[src/rtl/bram.sv]
// bram: self-contained block-RAM exerciser.
// A start pulse fills a single-port synchronous RAM with addr+1, reads every
// word back and sums the read data into a wrapping DATA_W-bit result, then
// raises done until the next start.
module bram #(
  parameter int DEPTH  = 16,
  parameter int ADDR_W = 4,
  parameter int DATA_W = 16
) (
  input  logic              clk,
  input  logic              rst,
  input  logic              start,
  output logic              done,
  output logic [DATA_W-1:0] result
);

  typedef enum logic [2:0] {
    S_IDLE,
    S_WRITE,
    S_READ,
    S_DRAIN,
    S_DONE
  } state_t;

  state_t            state;
  state_t            state_next;

  logic [ADDR_W-1:0] addr;
  logic [DATA_W-1:0] acc;
  logic [DATA_W-1:0] rd_data;
  logic              rd_valid;

  logic [DATA_W-1:0] mem [DEPTH];

  logic              at_last;
  logic              clr;
  logic              wr_en;
  logic              rd_en;
  logic              drain;

  assign at_last = (addr == ADDR_W'(DEPTH - 1));

  // State register
  always_ff @(posedge clk or negedge rst) begin
    if (!rst) begin
      state <= S_IDLE;
    end else begin
      state <= state_next;
    end
  end

  // Next-state and per-state control strobes
  always_comb begin
    state_next = state;
    clr        = 1'b0;
    wr_en      = 1'b0;
    rd_en      = 1'b0;
    drain      = 1'b0;
    case (state)
      S_IDLE: begin
        if (start) begin
          state_next = S_WRITE;
          clr        = 1'b1;
        end
      end
      S_WRITE: begin
        wr_en = 1'b1;
        if (at_last) state_next = S_READ;
      end
      S_READ: begin
        rd_en = 1'b1;
        if (at_last) state_next = S_DRAIN;
      end
      S_DRAIN: begin
        drain      = 1'b1;
        state_next = S_DONE;
      end
      S_DONE: begin
        if (start) begin
          state_next = S_WRITE;
          clr        = 1'b1;
        end
      end
      default: state_next = S_IDLE;
    endcase
  end

  // RAM write port; contents are deliberately not reset so the array maps to BRAM
  always_ff @(posedge clk) begin
    if (wr_en) mem[addr] <= DATA_W'(addr) + DATA_W'(1);
  end

  // Address counter, registered read, accumulator and result/done outputs.
  // DEPTH is a power of two, so addr wraps to 0 on its own at the end of each
  // WRITE and READ sweep. rd_valid is still high during DRAIN, which is where
  // the last word is folded into result.
  always_ff @(posedge clk or negedge rst) begin
    if (!rst) begin
      addr     <= '0;
      acc      <= '0;
      rd_data  <= '0;
      rd_valid <= 1'b0;
      result   <= '0;
      done     <= 1'b0;
    end else begin
      rd_valid <= rd_en;
      if (rd_en) rd_data <= mem[addr];

      if (clr) begin
        addr <= '0;
      end else if (wr_en || rd_en) begin
        addr <= addr + ADDR_W'(1);
      end

      if (clr) begin
        acc <= '0;
      end else if (rd_valid) begin
        acc <= acc + rd_data;
      end

      if (drain) result <= acc + rd_data;

      if (clr) begin
        done <= 1'b0;
      end else if (drain) begin
        done <= 1'b1;
      end
    end
  end

endmodule

[config.mk]
export PLATFORM = sky130hd
export DESIGN_NAME = bram
export DESIGN_NICKNAME = d
export VERILOG_FILES = /design/src/rtl/bram.sv
export SDC_FILE = /design/constraint.sdc
export NUM_CORES = 1
export LEC_CHECK = 0
export BUFFER_PORTS_ARGS = -buffer_cell sky130_fd_sc_hd__buf_2
export CORE_AREA = 2 2 100 121
export CTS_BUF_LIST = sky130_fd_sc_hd__clkbuf_4
export DETAILED_ROUTE_END_ITERATION = 7
export DIE_AREA = 0 0 102 123
export PLACE_DENSITY = 0.66
export SLEW_MARGIN = 15
export SYNTH_ARGS = -nofsm -noshare
export SYNTH_HDL_FRONTEND = slang
export SYNTH_SLANG_ARGS = --single-unit
[constraint.sdc]
create_clock -name clk -period 4 [get_ports clk]
set_input_delay 0 -clock clk [delete_from_list [all_inputs] [get_ports clk]]
set_output_delay 0 -clock clk [all_outputs]
set_load 0.03 [all_outputs]
==> reports/metrics.yaml, run 1 <==
outcome:
  status: "finished clean"
drt:
  firstDrtPassIters: 5
  viasPerCell: 5.41
  routed_wl_microns: 10800
  detail-route-antenna-nets: 0
  vias: 3328
  drt_iter0_drc: 212
  drcViolationCount: 0
  wire_per_inst_microns: 17.5
sta:
  slew_headroom_pct: 31.4
  worst_pin_slew_ns: 1.03
  setup_viol: 0
  hold_viol_final: 0
  fmaxAchievable_mhz: 405
  rsz0062_at_grt: "no"
  final.setup_skew_ns: 0.0121
  slew_viol_final: 0
  fin_setup_tns_ns: 0
  timing.final.crit_share_pct: 61.7
  period_needed_ns: 2.47
clock_network:
  clock_sinks: 126
  ctsResizeCount: 0
  htree_levels: 4
  clk_latency_ns: 0.51
  clk_pin_slew_ns: 0.10
  cts_setup_buffers: 0
  cts_tree: "done"
  cts_made_buffers: 17
  clockRootBuffer: "clkbuf_4"
  clockBufferDepth: 2
die:
  die_width_microns: 102
  dieArea_sq_um: 12500
  die_h_microns: 123
  fp.coreArea_sq_um: 11400
  io_pins: 20
  rows: 43
  initial_utilization_pct: 49.1
placed_design:
  hpwlAfterDp_microns: 7280
  dpl-instance-area_sq_um: 5820
  gp_congestion: 0.895
  port_buffers: 19
setup_path:
  endpoint_kind: "register"
  r2r_slack_ns: 1.53
  r2r-start: "addr[0]"
  critPathMaxFanout: 19
  worst_ep_required_time_ns: 4.43
  worstSetupPathType: "register to register"
  cp-start-kind: "register"
  cp.arrival_ns: 2.89
  worst_r2r_path_depth: 4
  r2r-end: "addr[1]"
layout:
  n_antenna_cell: 0
  nets: 459
  drive_gt1_share_pct: 17.7
  syn2layout_area_growth_pct: 9.97
  fillerInstances: 980
  utilization_pct: 54.0
  stdcell_area_sq_um: 6160
  final_common_cell: "edfxtp_1"
  multi_input_area_sq_um: 1910
  mostFrequentLayoutCells: "edfxtp_1 (80), nor2_1 (46), dfrtp_1 (46), nand2_1 (39)"
  ff_latch_area_sq_um: 3550
grt:
  antenna_found_initial: 0
  grt_usage_pct: 18.9
  grt_pass1_vias: 3451
  grt_max_degree: 47
  overflow: 0
  grt_pass1_wl_microns: 17300
pwr:
  seq_power_share_pct: 47.9
  powerDensity_nw_per_um2: 672
  p_leak_nw: 2.39
  p_sw_share_pct: 34.3
  p_clk_share_pct: 22.7
  p_int_mw: 2.72
  switchingPower_mw: 1.42
  peakVddDrop_mv: 0.382
  combPwrFrac_pct: 29.3
yosys:
  ys_types: 52
  avgSynthCellArea_sq_um: 13.3
  syn_area_sq_um: 5600
  synth_compound_area_share_pct: 7.55
  synth_fa_ha_area_share_pct: 2.37
  ys_seq_area_share_pct: 63.5
  synth_top_family_by_area: "simple AND/OR/NAND/NOR gates"
  syn_nets: 433
  synth-simple-area-share_pct: 11.9
  ys_seq_elements: 126
  synthMuxAreaShare_pct: 7.89
  yosysWarnings: 0
  synthArstFlopShare_pct: 36.5
  synth_edf_count: 80
  synth-main-ff-cell: "edfxtp_1"
  syn_inst: 420
  synth-xor-area-share_pct: 4.38
hold_path:
  hp-class: "input port to async pin"
job:
  drv_cap: 0
cells by family (layout without fill, tap and decap cells):
kind of cell / count (synthesis) / count (layout)
xor+xnor: 28 / 28
fa+ha+maj: 10 / 10
flops: 126 / 126
mux: 30 / 30
compound gates: 64 / 64
simple gates: 134 / 134
buf+inv: 28 / 66
state kept, by name (all words and copies together) (netlist names):
signal	cells
state	3
addr	4
rd_valid	1
rd_data	5
acc	16
result	16
done	1
mem	80
area by class of cell:
type	count	area share, %
timing repair buffer	26	2.48
multi-input combinational	266	31.0
clock inverter	12	2.76
tap	157	3.19
inverter	9	0.549
clock buffer	19	2.32
sequential	126	57.7
routing by layer:
| layer | wire [microns] | track usage [%] | up-vias |
|---|---|---|---|
| li1 | - | - | 1592 |
| met1 | 4570 | 21.7 | 1623 |
| met2 | 5450 | 32.1 | 83 |
| met3 | 379 | 5.54 | 30 |
| met4 | 370 | 9.25 | 0 |
| met5 | 0 | 0 | - |
cell usage after synthesis, drive strengths merged, types with 2 or more instances:
cell,number,area share (%)
and3,3,0.34
o21bai,3,0.60
mux2i,13,2.3
clkbuf,5,0.34
o2111ai,2,0.31
nand4,4,0.45
edfxtp,80,43
nand3,12,1.3
nand3b,2,0.27
o211ai,2,0.27
inv,9,0.60
nand2b,3,0.34
nor2,47,3.4
ha,9,2.0
or4,2,0.27
nor3,7,0.83
mux4,10,4.2
xor2,16,2.5
a21oi,16,1.5
nor3b,7,1.1
dfrtp,46,21
o21ai,20,1.9
xnor2,12,1.9
o22ai,2,0.34
a211oi,6,0.80
buf,14,1.5
a221oi,4,0.63
o31ai,4,0.54
nand2,41,2.9
nor2b,4,0.45
a31oi,4,0.45
mux2,7,1.4
repair_timing:
item | 4_1_cts | 5_1_grt
setup endpoints to repair | 0 | 0
hold endpoints to repair | 50 | 0
hold buffers | 2 | 0
stage by stage:
stage,worst slack [ns],instances,hold WS [ns],power [mW]
after global routing,1.33,615,0.258,4.37
after floorplan,2.05,420,-0.296,2.83
after CTS,1.51,615,0.186,4.17
final,1.53,615,0.202,4.14
after detailed placement,1.53,582,0.250,3.22
after global placement,1.63,582,0.228,3.19
power by group through the flow:
stage          registers [mW]  logic [mW]  clock network, mW
6_report                 1.98        1.21              0.940
5_1_grt                  2.02        1.33               1.03
4_1_cts                  1.98        1.22              0.974
3_5_place_dp             2.01        1.21                  0
3_3_place_gp             2.00        1.19                  0
2_1_floorplan            1.98       0.855                  0
how the worst max path moves through the flow:
stage                      endpoint     from
after floorplan           mem[4][0]  addr[0]
after global routing        addr[1]  addr[0]
after CTS                 mem[0][2]  addr[0]
final                       addr[1]  addr[0]
after global placement    mem[0][2]  addr[0]
after detailed placement  mem[0][3]  addr[0]
worst max-delay path, cell delays in order, from the launching register on:
cell and delay, ns:
dfrtp_1 0.74, inv_1 0.49, ha_1 0.78, o21ai_0 0.17
a21oi_1 0.20
No activity file was read; power rests on OpenSTA's default activity.
==> run 2: changes to the inputs <==
==> constraint.sdc (replaced) <==
create_clock -name clk -period 2.45 [get_ports clk]
set_input_delay 0 -clock clk [delete_from_list [all_inputs] [get_ports clk]]
set_output_delay 0 -clock clk [all_outputs]
set_load 0.03 [all_outputs]
==> reports/metrics.yaml, run 2 (synthesis gave the netlist of run 1 again) <==
pwr:
  p_leak_nw: 2.44  # +2.1%
  p_int_mw: 4.43  # +63%
  p_clk_share_pct: 21.4  # -1.3 points
  powerDensity_nw_per_um2: 1080  # +61%
  peakVddDrop_mv: 0.594  # +56%
  switchingPower_mw: 2.26  # +60%
  p_sw_share_pct: 33.8  # -0.51 points
  combPwrFrac_pct: 31.7  # +2.4 points
  seq_power_share_pct: 46.9  # -1.0 points
  p_total_mw: 6.70  # +62%
die:
  rows: 43  # unchanged
  fp.coreArea_sq_um: 11400  # unchanged
  dieArea_sq_um: 12500  # unchanged
  die_h_microns: 123  # unchanged
  io_pins: 20  # unchanged
  initial_utilization_pct: 49.1  # unchanged
  die_width_microns: 102  # unchanged
layout:
  nets: 470  # +2.4%
  fin_cells: 626  # +1.8%
  drive_gt1_share_pct: 19.2  # +1.5 points
  mostFrequentLayoutCells: "edfxtp_1 (80), nor2_1 (46), dfrtp_1 (46), nand2_1 (39), clkbuf_4 (22)"
  final_common_cell: "edfxtp_1"
  n_antenna_cell: 0  # unchanged
  syn2layout_area_growth_pct: 10.9
  reg_top3: "mem (80), acc (16), result (16)"
  largest_register_ffs: 80  # unchanged
  largest_register: "mem"
sta:
  slew_viol_final: 0  # unchanged
  timing.final.crit_share_pct: 84.3  # +23 points
  slew_headroom_pct: 34.1  # +2.7 points
  hold_viol_final: 0  # unchanged
  period_needed_ns: 2.06  # -0.402 ns
  worst_pin_slew_ns: 0.989  # -0.0399 ns
  fmaxAchievable_mhz: 484  # +19%
  rsz0062_at_grt: "no"
  setup_viol: 0  # unchanged
  fin_setup_tns_ns: 0  # unchanged
  final.setup_skew_ns: 0.0135  # +0.00140 ns
setup_path:
  cp.arrival_ns: 2.44  # -0.45 ns
  worst_r2r_path_depth: 7  # +3
  cp-start-kind: "register"
  path_cells: "ha_1 > fa_1 > a21oi_1 > o22ai_2 > nand4_1 > xor2_1 > nor2_1"
  critPathMaxFanout: 10  # -9
  startpoint: "acc[0]"
  crit_buf_inv: 0  # -1
  r2r-end: "acc[14]"
  worstSetupPathType: "register to register"
  crit_slowest_cell: "fa_1"
  r2r-start: "acc[0]"
  worst_ep_required_time_ns: 2.83  # -1.60 ns
  r2r_slack_ns: 0.39  # -1.15 ns
  slowest_delay_ns: 0.41  # -0.37 ns
  crit_family: "adder cells"
  endpoint_kind: "register"
grt:
  grt_pass1_wl_microns: 16900  # -2.3%
  use_met2_pct: 29.6  # -2.5 points
  antenna_found_initial: 0  # unchanged
  gr-usage-met3_pct: 5.09  # -0.45 points
  grt_pass1_vias: 3308  # -4.1%
  grt_usage_pct: 18.2  # -0.72 points
  grt_busiest_layer: "met2"
  overflow: 0  # unchanged
  met1_usage_pct: 22.6  # +0.83 points
  grt_max_degree: 47  # unchanged
hold_path:
  hp-class: "input port to async pin"
outcome:
  status: "finished clean"
placed_design:
  gp_congestion: 0.865  # -3.3%
  port_buffers: 19  # unchanged
  dp_cells: 593  # +1.9%
  hpwlAfterDp_microns: 7080  # -2.8%
clock_network:
  clock_sinks: 126  # unchanged
  ctsResizeCount: 0  # unchanged
  clk_latency_ns: 0.51  # about the same
  cts_made_buffers: 17  # unchanged
  clockRootBuffer: "clkbuf_4"
  clockBufferDepth: 2  # unchanged
  htree_levels: 4  # unchanged
  cts_tree: "done"
  clk_pin_slew_ns: 0.10  # about the same
drt:
  drcViolationCount: 0  # unchanged
  viasPerCell: 5.27  # -2.5%
  drt_iter0_drc: 210  # -0.94%
  firstDrtPassIters: 4  # -1
  vias: 3302  # -0.78%
  detail-route-antenna-nets: 0  # unchanged
  routed_wl_microns: 10300  # -4.6%
  wire_per_inst_microns: 16.4  # -6.3%
job:
  drv_cap: 0  # unchanged
==> run 2: cell types whose count changed in the layout (fill, tap and decap cells not counted), moves of 2 or more <==
cell	delta
buf_4	+11
clkbuf_4	+3
clkinv_1	+2
clkinvlp_4	-2
==> run 2: cell type report <==
cell class	count	area (sq um)
tap	157	196
clock inverter	9	119
multi-input combinational	266	1910
inverter	9	33.8
timing repair buffer	37	235
sequential	126	3550
clock buffer	22	165
fill	987	5190
==> run 2: worst max path at each step <==
stage	endpoint	slack [ns]	depth (start not counted)
floorplan	mem[4][0]	0.50	6
global placement	acc[12]	0.45	7
detailed placement	acc[14]	0.42	7
CTS	acc[14]	0.40	7
global route	acc[14]	0.27	7
finish	acc[14]	0.39	7
==> run 2: timing repair <==
action,CTS,global route
buffers inserted,0,0
hold endpoints to repair,50,0
hold buffers,2,0
==> run 2: routing by layer <==
layer,wire length [microns],vias to the layer above
met5,0,-
met4,259,0
met3,433,17
met2,5070,77
met1,4520,1602
li1,-,1606
==> run 2: per-stage QoR <==
step / hold slack [ns] / area, sq um / setup slack (ns) / util [%]
after floorplan: -0.296 / 5600 / 0.503 / -
final: 0.181 / 6210 / 0.385 / 54.5
after global placement: 0.220 / 5910 / 0.450 / 51.8
after detailed placement: 0.225 / 5910 / 0.423 / 51.8
after CTS: 0.172 / 6210 / 0.401 / 54.5
after global routing: 0.257 / 6210 / 0.274 / 54.5
==> run 2: power by group through the flow <==
stage	logic (mW)	registers [mW]	clock network, mW
final	2.12	3.14	1.43
after global routing	2.34	3.20	1.56
after CTS	2.13	3.15	1.48
after detailed placement	2.13	3.19	0
after global placement	2.10	3.17	0
after floorplan	1.40	3.23	0
